**src/rtl/decode_queue_pkg.sv**
```systemverilog
// Shared RV32I decode encodings and the decoded-entry layout used by the
// decode queue, its decoder and the execute stage.
package decode_queue_pkg;

    localparam logic [6:0] OP_LUI    = 7'b0110111;
    localparam logic [6:0] OP_AUIPC  = 7'b0010111;
    localparam logic [6:0] OP_JAL    = 7'b1101111;
    localparam logic [6:0] OP_JALR   = 7'b1100111;
    localparam logic [6:0] OP_BRA    = 7'b1100011;
    localparam logic [6:0] OP_LOAD   = 7'b0000011;
    localparam logic [6:0] OP_STORE  = 7'b0100011;
    localparam logic [6:0] OP_ALUI   = 7'b0010011;
    localparam logic [6:0] OP_ALU    = 7'b0110011;
    localparam logic [6:0] OP_SYSTEM = 7'b1110011;

    localparam logic [2:0] FCT3_ADD  = 3'b000;
    localparam logic [2:0] FCT3_SLL  = 3'b001;
    localparam logic [2:0] FCT3_SLT  = 3'b010;
    localparam logic [2:0] FCT3_SLTU = 3'b011;
    localparam logic [2:0] FCT3_XOR  = 3'b100;
    localparam logic [2:0] FCT3_SR   = 3'b101;
    localparam logic [2:0] FCT3_OR   = 3'b110;
    localparam logic [2:0] FCT3_AND  = 3'b111;

    localparam logic [2:0] FCT3_BEQ  = 3'b000;
    localparam logic [2:0] FCT3_BNE  = 3'b001;
    localparam logic [2:0] FCT3_BLT  = 3'b100;
    localparam logic [2:0] FCT3_BGE  = 3'b101;
    localparam logic [2:0] FCT3_BLTU = 3'b110;
    localparam logic [2:0] FCT3_BGEU = 3'b111;

    localparam logic [3:0] ALU_ADD  = 4'd0;
    localparam logic [3:0] ALU_SUB  = 4'd1;
    localparam logic [3:0] ALU_SLL  = 4'd2;
    localparam logic [3:0] ALU_SLT  = 4'd3;
    localparam logic [3:0] ALU_SLTU = 4'd4;
    localparam logic [3:0] ALU_XOR  = 4'd5;
    localparam logic [3:0] ALU_SRL  = 4'd6;
    localparam logic [3:0] ALU_SRA  = 4'd7;
    localparam logic [3:0] ALU_OR   = 4'd8;
    localparam logic [3:0] ALU_AND  = 4'd9;

    localparam logic [2:0] MB_NONE = 3'b000;
    localparam logic [2:0] MB_EQ   = 3'b001;
    localparam logic [2:0] MB_NE   = 3'b010;
    localparam logic [2:0] MB_LT   = 3'b011;
    localparam logic [2:0] MB_GE   = 3'b100;
    localparam logic [2:0] MB_LTU  = 3'b101;
    localparam logic [2:0] MB_GEU  = 3'b110;
    localparam logic [2:0] MB_JUMP = 3'b111;

    localparam logic [2:0] WB_NONE = 3'b000;
    localparam logic [2:0] WB_ALU  = 3'b100;
    localparam logic [2:0] WB_PC4  = 3'b110;
    localparam logic [2:0] WB_MEM  = 3'b101;

    localparam logic [2:0] SRC_ZERO_IMM = 3'b000;
    localparam logic [2:0] SRC_PC_IMM   = 3'b100;
    localparam logic [2:0] SRC_RS1_IMM  = 3'b010;
    localparam logic [2:0] SRC_RS1_RS2  = 3'b011;

    localparam logic [1:0] MEM_NONE  = 2'b00;
    localparam logic [1:0] MEM_READ  = 2'b10;
    localparam logic [1:0] MEM_WRITE = 2'b01;

    typedef struct packed {
        logic [31:0] pc;
        logic [31:0] pcp4;
        logic [31:0] imm;
        logic [4:0]  rd;
        logic [4:0]  rs1;
        logic [4:0]  rs2;
        logic [3:0]  alu_ctrl;
        logic [2:0]  alu_src;
        logic [2:0]  funct3;
        logic [1:0]  memrw;
        logic [2:0]  membranch;
        logic [2:0]  wb_ctrl;
        logic        is_csr;
        logic        is_ecall;
        logic        is_mret;
        logic [11:0] csr;
        logic        illegal;
    } entry_t;

    function automatic logic [2:0] branch_code(input logic [2:0] f3);
        case (f3)
            FCT3_BEQ:  return MB_EQ;
            FCT3_BNE:  return MB_NE;
            FCT3_BLT:  return MB_LT;
            FCT3_BGE:  return MB_GE;
            FCT3_BLTU: return MB_LTU;
            FCT3_BGEU: return MB_GEU;
            default:   return MB_NONE;
        endcase
    endfunction

    function automatic logic [3:0] alu_op(input logic [2:0] f3, input logic is_reg,
                                          input logic bit30);
        case (f3)
            FCT3_ADD:  return (is_reg && bit30) ? ALU_SUB : ALU_ADD;
            FCT3_SLL:  return ALU_SLL;
            FCT3_SLT:  return ALU_SLT;
            FCT3_SLTU: return ALU_SLTU;
            FCT3_XOR:  return ALU_XOR;
            FCT3_SR:   return bit30 ? ALU_SRA : ALU_SRL;
            FCT3_OR:   return ALU_OR;
            default:   return ALU_AND;
        endcase
    endfunction

endpackage

```
**src/rtl/decode_queue_if.sv**
```systemverilog
// Handshake bundles on either side of the decode queue: fetch -> queue and
// queue -> execute (the execute side carries the decoded head entry).
interface decode_queue_fetch_if;
    logic        valid;
    logic        ready;
    logic [31:0] pc;
    logic [31:0] inst;

    modport master (output valid, output pc, output inst, input ready);
    modport slave  (input valid, input pc, input inst, output ready);
endinterface

interface decode_queue_exec_if;
    import decode_queue_pkg::*;
    logic   valid;
    logic   ready;
    entry_t entry;

    modport master (output valid, output entry, input ready);
    modport slave  (input valid, input entry, output ready);
endinterface

```
**src/rtl/decode_queue_inst_decoder.sv**
```systemverilog
// Combinational RV32I decoder: one instruction word and its PC in, one
// decoded queue entry out.
module inst_decoder
    import decode_queue_pkg::*;
#(
    parameter bit EN_CSR = 1'b1
) (
    input  logic [31:0] inst_i,
    input  logic [31:0] pc_i,
    output entry_t      entry_o
);
    logic [2:0]  f3;
    logic [31:0] imm_i;
    entry_t      e;

    assign f3      = inst_i[14:12];
    assign imm_i   = {{20{inst_i[31]}}, inst_i[31:20]};
    assign entry_o = e;

    always_comb begin
        e          = '0;
        e.pc       = pc_i;
        e.pcp4     = pc_i + 32'd4;
        e.rd       = inst_i[11:7];
        e.rs1      = inst_i[19:15];
        e.rs2      = inst_i[24:20];
        e.funct3   = f3;
        e.csr      = inst_i[31:20];
        e.alu_ctrl = ALU_ADD;
        case (inst_i[6:0])
            OP_LUI: begin
                e.imm     = {inst_i[31:12], 12'b0};
                e.wb_ctrl = WB_ALU;
                e.alu_src = SRC_ZERO_IMM;
            end
            OP_AUIPC: begin
                e.imm     = {inst_i[31:12], 12'b0};
                e.wb_ctrl = WB_ALU;
                e.alu_src = SRC_PC_IMM;
            end
            OP_JAL: begin
                e.imm       = {{12{inst_i[31]}}, inst_i[19:12], inst_i[20], inst_i[30:21], 1'b0};
                e.wb_ctrl   = WB_PC4;
                e.alu_src   = SRC_PC_IMM;
                e.membranch = MB_JUMP;
            end
            OP_JALR: begin
                e.imm       = imm_i;
                e.wb_ctrl   = WB_PC4;
                e.alu_src   = SRC_RS1_IMM;
                e.membranch = MB_JUMP;
            end
            OP_BRA: begin
                e.imm       = {{20{inst_i[31]}}, inst_i[7], inst_i[30:25], inst_i[11:8], 1'b0};
                e.rd        = '0;
                e.alu_src   = SRC_RS1_RS2;
                e.membranch = branch_code(f3);
                e.alu_ctrl  = f3[2] ? (f3[1] ? ALU_SLTU : ALU_SLT) : ALU_SUB;
                e.illegal   = (f3[2:1] == 2'b01);
            end
            OP_LOAD: begin
                e.imm     = imm_i;
                e.wb_ctrl = WB_MEM;
                e.alu_src = SRC_RS1_IMM;
                e.memrw   = MEM_READ;
            end
            OP_STORE: begin
                e.imm     = {{20{inst_i[31]}}, inst_i[31:25], inst_i[11:7]};
                e.rd      = '0;
                e.alu_src = SRC_RS1_IMM;
                e.memrw   = MEM_WRITE;
            end
            OP_ALUI: begin
                // Shift-right immediates carry the funct7 bit in imm[10]; keep only shamt.
                e.imm      = (f3 == FCT3_SR) ? {27'b0, inst_i[24:20]} : imm_i;
                e.wb_ctrl  = WB_ALU;
                e.alu_src  = SRC_RS1_IMM;
                e.alu_ctrl = alu_op(f3, 1'b0, inst_i[30]);
            end
            OP_ALU: begin
                e.wb_ctrl  = WB_ALU;
                e.alu_src  = SRC_RS1_RS2;
                e.alu_ctrl = alu_op(f3, 1'b1, inst_i[30]);
            end
            OP_SYSTEM: begin
                if (EN_CSR) begin
                    e.imm      = {27'b0, inst_i[19:15]};
                    e.wb_ctrl  = (f3 != 3'b000) ? WB_ALU : WB_NONE;
                    e.alu_src  = SRC_RS1_IMM;
                    e.is_csr   = 1'b1;
                    e.is_ecall = (f3 == 3'b000) && (inst_i[31:20] == 12'h000);
                    e.is_mret  = (f3 == 3'b000) && (inst_i[31:20] == 12'h302);
                end else begin
                    e.illegal = 1'b1;
                end
            end
            default: e.illegal = 1'b1;
        endcase
        if (e.illegal) begin
            e         = '0;
            e.pc      = pc_i;
            e.pcp4    = pc_i + 32'd4;
            e.illegal = 1'b1;
        end
    end

endmodule

```
**src/rtl/decode_queue.sv**
```systemverilog
// Decode stage: decodes each accepted fetch word and holds DEPTH decoded
// entries in a circular buffer, presenting the oldest to execute.
module decode_queue
    import decode_queue_pkg::*;
#(
    parameter int unsigned  DEPTH  = 2,
    parameter bit           EN_CSR = 1'b1,
    localparam int unsigned CNT_W  = $clog2(DEPTH + 1)
) (
    input  logic                clk,
    input  logic                rst,
    input  logic                flush_i,
    decode_queue_fetch_if.slave fetch,
    decode_queue_exec_if.master exec,
    output logic [CNT_W-1:0]    count_o
);
    localparam int unsigned      PTR_W = (DEPTH > 1) ? $clog2(DEPTH) : 1;
    localparam logic [CNT_W-1:0] FULL  = CNT_W'(DEPTH);
    localparam logic [PTR_W-1:0] LAST  = PTR_W'(DEPTH - 1);

    entry_t           buf_q [DEPTH];
    entry_t           dec;
    logic [PTR_W-1:0] wr_ptr_q, wr_ptr_d;
    logic [PTR_W-1:0] rd_ptr_q, rd_ptr_d;
    logic [CNT_W-1:0] count_q, count_d;
    logic             not_full, not_empty, push, pop;

    function automatic logic [PTR_W-1:0] ptr_inc(input logic [PTR_W-1:0] p);
        return (p == LAST) ? '0 : p + 1'b1;
    endfunction

    inst_decoder #(.EN_CSR(EN_CSR)) u_dec (
        .inst_i  (fetch.inst),
        .pc_i    (fetch.pc),
        .entry_o (dec)
    );

    // Acceptance depends only on occupancy, so a full queue never takes a
    // word even when the head is leaving in the same cycle.
    assign not_full    = (count_q != FULL);
    assign not_empty   = (count_q != '0);
    assign push        = fetch.valid && not_full && !flush_i;
    assign pop         = exec.ready && not_empty && !flush_i;
    assign fetch.ready = not_full;
    assign exec.valid  = not_empty;
    assign exec.entry  = not_empty ? buf_q[rd_ptr_q] : '0;
    assign count_o     = count_q;

    always_comb begin
        wr_ptr_d = push ? ptr_inc(wr_ptr_q) : wr_ptr_q;
        rd_ptr_d = pop ? ptr_inc(rd_ptr_q) : rd_ptr_q;
        case ({push, pop})
            2'b10:   count_d = count_q + 1'b1;
            2'b01:   count_d = count_q - 1'b1;
            default: count_d = count_q;
        endcase
        if (flush_i) begin
            wr_ptr_d = '0;
            rd_ptr_d = '0;
            count_d  = '0;
        end
    end

    always_ff @(posedge clk or negedge rst) begin
        if (!rst) begin
            wr_ptr_q <= '0;
            rd_ptr_q <= '0;
            count_q  <= '0;
            for (int unsigned i = 0; i < DEPTH; i++) begin
                buf_q[i] <= '0;
            end
        end else begin
            wr_ptr_q <= wr_ptr_d;
            rd_ptr_q <= rd_ptr_d;
            count_q  <= count_d;
            if (push) begin
                buf_q[wr_ptr_q] <= dec;
            end
        end
    end

endmodule
```
**src/flat_wrapper.sv**
```systemverilog
// flat-port wrapper written by rule: the top's interface ports become plain ports
module decode_queue_flat import decode_queue_pkg::*;
#(
    parameter int unsigned  DEPTH  = 2,
    parameter bit           EN_CSR = 1'b1,
    localparam int unsigned CNT_W  = $clog2(DEPTH + 1)
)
  (clk, rst, flush_i, count_o, fetch_valid, fetch_pc, fetch_inst, fetch_ready, exec_valid, exec_entry, exec_ready);
  decode_queue_fetch_if fetch_i ();
  decode_queue_exec_if exec_i ();
  input  logic clk;
  input  logic rst;
  input  logic flush_i;
  output logic [CNT_W-1:0] count_o;
  input wire logic [$bits(fetch_i.valid)-1:0] fetch_valid;
  input wire logic [$bits(fetch_i.pc)-1:0] fetch_pc;
  input wire logic [$bits(fetch_i.inst)-1:0] fetch_inst;
  output wire logic [$bits(fetch_i.ready)-1:0] fetch_ready;
  output wire logic [$bits(exec_i.valid)-1:0] exec_valid;
  output wire logic [$bits(exec_i.entry)-1:0] exec_entry;
  input wire logic [$bits(exec_i.ready)-1:0] exec_ready;
  assign fetch_i.valid = fetch_valid;
  assign fetch_i.pc = fetch_pc;
  assign fetch_i.inst = fetch_inst;
  assign fetch_ready = fetch_i.ready;
  assign exec_valid = exec_i.valid;
  assign exec_entry = exec_i.entry;
  assign exec_i.ready = exec_ready;
  decode_queue #(.DEPTH(DEPTH), .EN_CSR(EN_CSR)) u_core (.clk(clk), .rst(rst), .flush_i(flush_i), .fetch(fetch_i), .exec(exec_i), .count_o(count_o));
endmodule
```
**config.mk**
```make
export PLATFORM = sky130hd
export DESIGN_NAME = decode_queue_flat
export DESIGN_NICKNAME = d
export VERILOG_FILES = /design/src/rtl/decode_queue_pkg.sv /design/src/rtl/decode_queue_if.sv /design/src/rtl/decode_queue_inst_decoder.sv /design/src/rtl/decode_queue.sv /design/src/flat_wrapper.sv
export SDC_FILE = /design/constraint.sdc
export NUM_CORES = 1
export LEC_CHECK = 0
export BUFFER_PORTS_ARGS = -buffer_cell sky130_fd_sc_hd__buf_2
export CAP_MARGIN = 15
export CORE_ASPECT_RATIO = 0.9
export CORE_UTILIZATION = 55
export CTS_CLUSTER_DIAMETER = 60
export CTS_CLUSTER_SIZE = 25
export DETAILED_ROUTE_END_ITERATION = 10
export GPL_ROUTABILITY_DRIVEN = 1
export PLACE_DENSITY = 0.88
export SKIP_LAST_GASP = 1
export SYNTH_ARGS = -nofsm -noshare
export SYNTH_HDL_FRONTEND = slang
export SYNTH_SLANG_ARGS = --single-unit
```
**constraint.sdc**
```tcl
create_clock -name clk -period 5 [get_ports clk]
set_input_delay 1 -clock clk [delete_from_list [all_inputs] [get_ports clk]]
set_output_delay 1 -clock clk [all_outputs]
set_load 0.02 [all_outputs]
```
==> results of run 1 <==
-- Yosys cell counts (4+ instances only) --
cell type,number,area share (%)
nand4_1,4,0.18
clkbuf_1,72,2.0
buf_2,9,0.33
nand3_1,18,0.65
a21oi_1,28,1.0
inv_1,9,0.24
a22o_1,32,2.0
nor2_1,170,4.6
nor3b_1,4,0.22
buf_4,10,0.54
nor2b_1,8,0.36
nor4_4,4,0.62
mux2i_1,141,10
nor3_1,16,0.58
o31ai_1,5,0.27
nand2b_1,6,0.27
a31oi_1,4,0.18
o21ai_1,8,0.29
mux2_2,6,0.49
dfrtp_1,280,51
clkbuf_8,4,0.40
xnor2_1,24,1.5
and3_1,6,0.27
o21ai_0,168,6.1
or2_2,4,0.18
nor4_1,4,0.18
xor2_1,7,0.44
buf_1,17,0.46
nand2_1,421,11
-- kinds of logic after synthesis --
logic type / Yosys count / share of synthesized area [%]
simple gates: 697 / 21.6
flops: 280 / 50.7
compound gates: 260 / 10.8
mux: 147 / 10.7
buf+inv: 124 / 4.13
xor+xnor: 31 / 1.96
fa+ha+maj: 1 / 0.0905
-- tightest hold or removal path, cell delays in order (launching register included) --
cell and delay, ns:
dfrtp_1 0.35, nand2_1 0.05, nand2_1 0.05
-- cells in the final DEF, fill, tap and decap left out, types with 5 or more instances in the layout --
master	count
clkbuf_16	23
dfrtp_1	279
o31ai_1	5
o21ai_0	168
a21oi_1	28
buf_12	5
nor3_1	16
nor2_1	169
inv_1	9
buf_4	11
a22o_1	32
mux2_2	6
xnor2_1	24
nand2b_1	6
o21ai_1	8
xor2_1	7
and3_1	6
buf_2	217
clkinv_8	6
mux2i_1	141
nor2b_1	8
nand3_1	18
nand2_1	421
-- per-layer routing --
layer / vias to the layer above / global-route usage [%]
li1: 5417 / -
met2: 493 / 45.9
met1: 5772 / 40.8
met4: 0 / 10.9
met3: 84 / 3.90
met5: - / 0
-- final cells by class --
class | count | area (µm²) | area share [%]
inverters | 9 | 33.8 | 0.213
well taps | 336 | 420 | 2.65
diodes | 3 | 7.51 | 0.0473
clock buffers | 23 | 576 | 3.63
clock inverters | 18 | 244 | 1.54
multi-input cells | 1136 | 6290 | 39.6
flip-flops and latches | 280 | 7010 | 44.2
repair buffers | 234 | 1280 | 8.09
-- worst max-delay path by stage --
stage / from / end / depth (start not counted)
2_1_floorplan: u_core.rd_ptr_q / exec_entry[113] / 6
3_3_place_gp: fetch_inst[4] / u_core.buf_q[66] / 7
3_5_place_dp: fetch_inst[3] / u_core.buf_q[14] / 6
4_1_cts: u_core.rd_ptr_q / exec_entry[57] / 4
5_1_grt: u_core.rd_ptr_q / exec_entry[73] / 4
6_report: u_core.rd_ptr_q / exec_entry[57] / 4
-- state kept, by name (all words and copies together), names as in the netlist --
| signal | cells |
|---|---|
| u_core.wr_ptr_q | 1 |
| u_core.buf_q | 276 |
| u_core.rd_ptr_q | 1 |
| u_core.count_o | 2 |
-- metrics by stage --
step	instance area, µm²	cells	setup slack (ns)	utilization (%)	power [W]
finish	15900	2039	1.38	64.9	0.00562
global route	15900	2039	1.27	64.9	0.00586
CTS	15800	2036	1.41	64.8	0.00564
detailed placement	15000	1995	1.55	61.4	0.00371
global placement	15000	1994	1.81	61.4	0.00365
floorplan	13800	1540	2.14	-	0.00336
-- power breakdown --
| part | switching (W) | total, W | internal [W] | leakage, nW |
|---|---|---|---|---|
| Combinational | 0.000615 | 0.000949 | 0.000334 | 3.44 |
| Clock | 0.00101 | 0.00194 | 0.000933 | 0.390 |
| Sequential | 0.000177 | 0.00273 | 0.00255 | 3.71 |
==> impl_metrics.ini, run 1 <==
[route]
drtIter0Drc = 1260
wl_met1_um = 16000
drcViolationCount = 0
wl_met3_um = 2500
met2_length_um = 17500
wl_per_cell_um = 18.3
highest_layer = met4
drtAntennaViolNets = 0
vias = 11800
firstDrtPassIters = 5
drt_wl_total_um = 37200
vias_per_cell = 5.77

[power]
power_per_cell_area_nw_per_um2 = 354
p_leak_nw = 7.54
vdd_ir_drop_max_mv = 0.336

[synth]
synth_nets = 1610
ys_async_sr_fraction_pct = 100
ys_types = 62
ys_ff_latch = 280
yosysWarnings = 0
synth_cells = 1540
syn_avg_cell_area_um2 = 8.97
synth-main-ff-cell = dfrtp_1
synth.cell_area_um2 = 13800
seq_area_frac_synth_pct = 50.7
synth-edff-count = 0

[critical_path]
worst_path_max_delay_cell = dfrtp_4
worst-path-buf-inv = 2
r2r-start = u_core.count_o[0]
worstSetupPathType = register to primary output
start_kind = register
worstPathMaxFanout = 44
slowest_delay_ns = 0.99
r2r_slack_ns = 2.12
cpLargestDelayFamily = flip-flops
endpoint_kind = primary output
r2r.worst_path.cells = 5
required_ns = 4.00
path_cells = buf_4 > mux2i_1 > nor2_1 > buf_2
r2r-end = u_core.buf_q[240]
arrival_ns = 2.62

[sta]
timing.final.max_slew_violations = 0
tightest_slew_ns = 1.07
setup_viol_count_final = 0
holdWs_ns = 0.477
relSlewSlack_pct = 28.5
skew_ns = 0.0194
rsz0062_at_grt = false
period_minus_slack_ns = 3.62
final.setup.tns_ns = 0
hold_viol = 0
fin_crit_sh_pct = 72.4
clock.fmax_mhz = 276

[global_route]
antenna_found_initial = 3
grt_pass1_vias = 11600
grt_usage_pct = 29.0
grt_max_degree = 209
grt_pass1_wl_um = 60200
grt_overflow = 0

[final_layout]
layout.nets = 1754
fillers = 1982
syn_to_final_growth_pct = 14.8
drive_gt1_share_pct = 18.2

[clock_tree]
cts.htree.levels = 1
cts_sinks = 280
cts_hold_buf = 0
cts_resized = 0
clockBufferDepth = 3
cts_tree = done
post-cts-setup-buffers = 0
path_clk_slew_ns = 0.08
clkLatencyLatePin_ns = 0.55
root_buffer = clkbuf_16
numCtsBuffers = 23

[run]
maxCapViolations = 0

[hold_path]
hold_end = u_core.buf_q[283]
hp-class = register to register
holdPathStages = 2
hold_start = u_core.buf_q[283]

[floorplan]
dieArea_um2 = 25800
die_w_um = 169
ios = 218
die_h_um = 152
core_um2 = 24500
rows = 54
start_util_pct = 56.5

[placed_design]
dp_hpwl_um = 24300
globalplace.congestion = 0.907
portBuffers = 217

[status]
status = completed
(Power assumes the default switching activity.)
==> run 2, diff against run 1 <==
ABC_AREA = 1   (was default)
PLACE_DENSITY = 0.87   (was 0.88)
clock period = 3.7 ns   (was 5 ns; I/O delays follow)
==> run 2 against run 1 <==
Wire length is 19% higher. Core utilization is 0.17 points higher. Largest cell class unchanged. Register-to-register slack worse by 0.75 ns. Critical path type unchanged. Combinational power grew to 3.9 times the previous value. Largest power group unchanged. Clock skew is 0.0017 ns higher. Clock-buffer cell count is 2 higher.
==> impl_metrics.ini, run 2 <==
[sta]
rsz0062_at_grt = false
skew_ns = 0.0210
period_minus_slack_ns = 3.37
fin_crit_sh_pct = 91.0
final.setup.tns_ns = 0
clock.fmax_mhz = 297
hold_viol = 0
relSlewSlack_pct = 37.6
tightest_slew_ns = 0.936
timing.final.max_slew_violations = 0
setup_viol_count_final = 0

[critical_path]
arrival_ns = 2.63
r2r.worst_path.cells = 8
required_ns = 2.96
start_kind = register
r2r_slack_ns = 1.37
worstSetupPathType = register to primary output
endpoint_kind = primary output
worstPathMaxFanout = 19

[power]
power_per_cell_area_nw_per_um2 = 640
vdd_ir_drop_max_mv = 0.502
p_leak_nw = 8.95

[final_layout]
layout.nets = 2257
utilization_pct = 65.0
final_cell_mix = nand2_1 (911), dfrtp_1 (279), buf_2 (216)
drive_gt1_share_pct = 13.6
stdcell_count = 2546
final_area_um2 = 16600
top_register = u_core.buf_q
largest_reg_flops = 276
final_common_cell = nand2_1
syn_to_final_growth_pct = 14.5

[synth]
synth_top_family_by_area = simple AND/OR/NAND/NOR gates
ys_async_sr_fraction_pct = 100
seq_area_frac_synth_pct = 48.5
syn_avg_cell_area_um2 = 7.06
synth.most_common_cell = nand2_1
ys_top_cells_by_area = dfrtp_1 (48%), nand2_1 (24%), a21oi_1 (5.3%)
yosys.area.top_type = dfrtp_1
synth_cells = 2049
ys_ff_latch = 280
synth.cell_area_um2 = 14500
synthMuxAreaShare_pct = 0
ys_types = 27
synth-edff-count = 0
synth_compound_area_share_pct = 10.6
synth-main-ff-cell = dfrtp_1
synth_commonest_cells = nand2_1 (913), dfrtp_1 (280), a21oi_1 (152)
synth_nets = 2119
synthAdderAreaFrac_pct = 0.0865
yosys.area.top_type_share_pct = 48.5
synth_simple_gate_area_share_pct = 32.6
synth_xor_area_share_pct = 1.03
yosysWarnings = 0

[clock_tree]
clkLatencyLatePin_ns = 0.54
clockBufferDepth = 3
path_clk_slew_ns = 0.08
root_buffer = clkbuf_16
cts_tree = done
cts_sinks = 280
cts_hold_buf = 0
cts.htree.levels = 1
numCtsBuffers = 23
post-cts-setup-buffers = 0
cts_resized = 0

[route]
drt_wl_total_um = 44500
vias = 14600
vias_per_cell = 5.72
drtIter0Drc = 1896
wl_per_cell_um = 17.5
drtAntennaViolNets = 0
firstDrtPassIters = 6
drcViolationCount = 0

[placed_design]
place_area_um2 = 15700
dp_cells = 2504
portBuffers = 217
dp_hpwl_um = 29200
globalplace.congestion = 0.958

[hold_path]
hp-class = input port to asynchronous set/reset pin

[floorplan]
start_util_pct = 56.8
dieArea_um2 = 26900
core_um2 = 25500
die_h_um = 156
ios = 218
rows = 55
die_w_um = 173

[global_route]
grt_pass1_wl_um = 71000
grt_max_degree = 175
antenna_found_initial = 1
grt_overflow = 0
grt_usage_pct = 32.9
grt_pass1_vias = 13400

[run]
maxCapViolations = 0

[status]
status = completed
## run 2: changes by cell type after synthesis, sizes merged, moves of 9 or more
cell and change:
a21oi +125, a22o -32, and3 -9, clkbuf +17, inv +122, mux2i -141
nand2 +494, nand3 +125, nor2 -70, o21ai -30, xnor2 -24, xor2 +10
## run 2: metrics by stage
stage / setup slack (ns) / power [W] / hold slack (ns)
final: 0.332 / 0.0106 / 0.249
after global routing: 0.164 / 0.0112 / 0.316
after CTS: 0.290 / 0.0106 / 0.300
after detailed placement: 0.803 / 0.00793 / 0.460
after global placement: 0.898 / 0.00782 / 0.456
after floorplan: 1.03 / 0.00665 / 0.444
## run 2: power by group
| part | leakage (nW) | switching, W | internal, W |
|---|---|---|---|
| registers | 3.69 | 0.000405 | 0.00385 |
| logic | 4.86 | 0.00266 | 0.00103 |
| clock network | 0.399 | 0.00137 | 0.00128 |
| total | 8.95 | 0.00444 | 0.00615 |
## run 2: path summary, 6_finish.rpt
path                                        start                end
min in group clk                      fetch_pc[1]  u_core.buf_q[227]
max in group asynchronous                     rst  u_core.buf_q[185]
worst max-delay path            u_core.count_o[0]    exec_entry[114]
worst max register to register  u_core.count_o[0]   u_core.buf_q[49]
worst min-delay path                          rst  u_core.buf_q[235]
worst min register to register  u_core.buf_q[260]  u_core.buf_q[260]
## run 2: final cells by class
type / instances / area [µm²]
fill: 2183 / 8910
timing repair buffer: 242 / 1360
tap: 342 / 428
multi-input combinational: 1509 / 6440
clock buffer: 25 / 583
sequential: 280 / 7010
antenna: 1 / 2.50
inverter: 131 / 495
clock inverter: 16 / 239
## run 2: routing by layer
layer	share of wire (%)	track usage, %	vias up
met1	42	49.4	6843
met4	3.7	11.5	0
met2	43	47.3	879
met3	11	6.55	122
met5	0	0	-
li1	-	-	6722
## run 2: critical path: stages (launching register included)
cell	delay, ns
dfrtp_1	0.47
nor2_4	0.42
inv_1	0.46
buf_4	0.33
o21ai_0	0.09
a21oi_1	0.10
buf_2	0.23
## run 2: cells by family after synthesis
kind of cell             Yosys count
buffers and inverters            260
AO/OA/AOI/OAI                    303
adder cells (fa/ha/maj)            1
flip-flops                       280
XOR/XNOR                          17
AND/OR/NAND/NOR                 1188
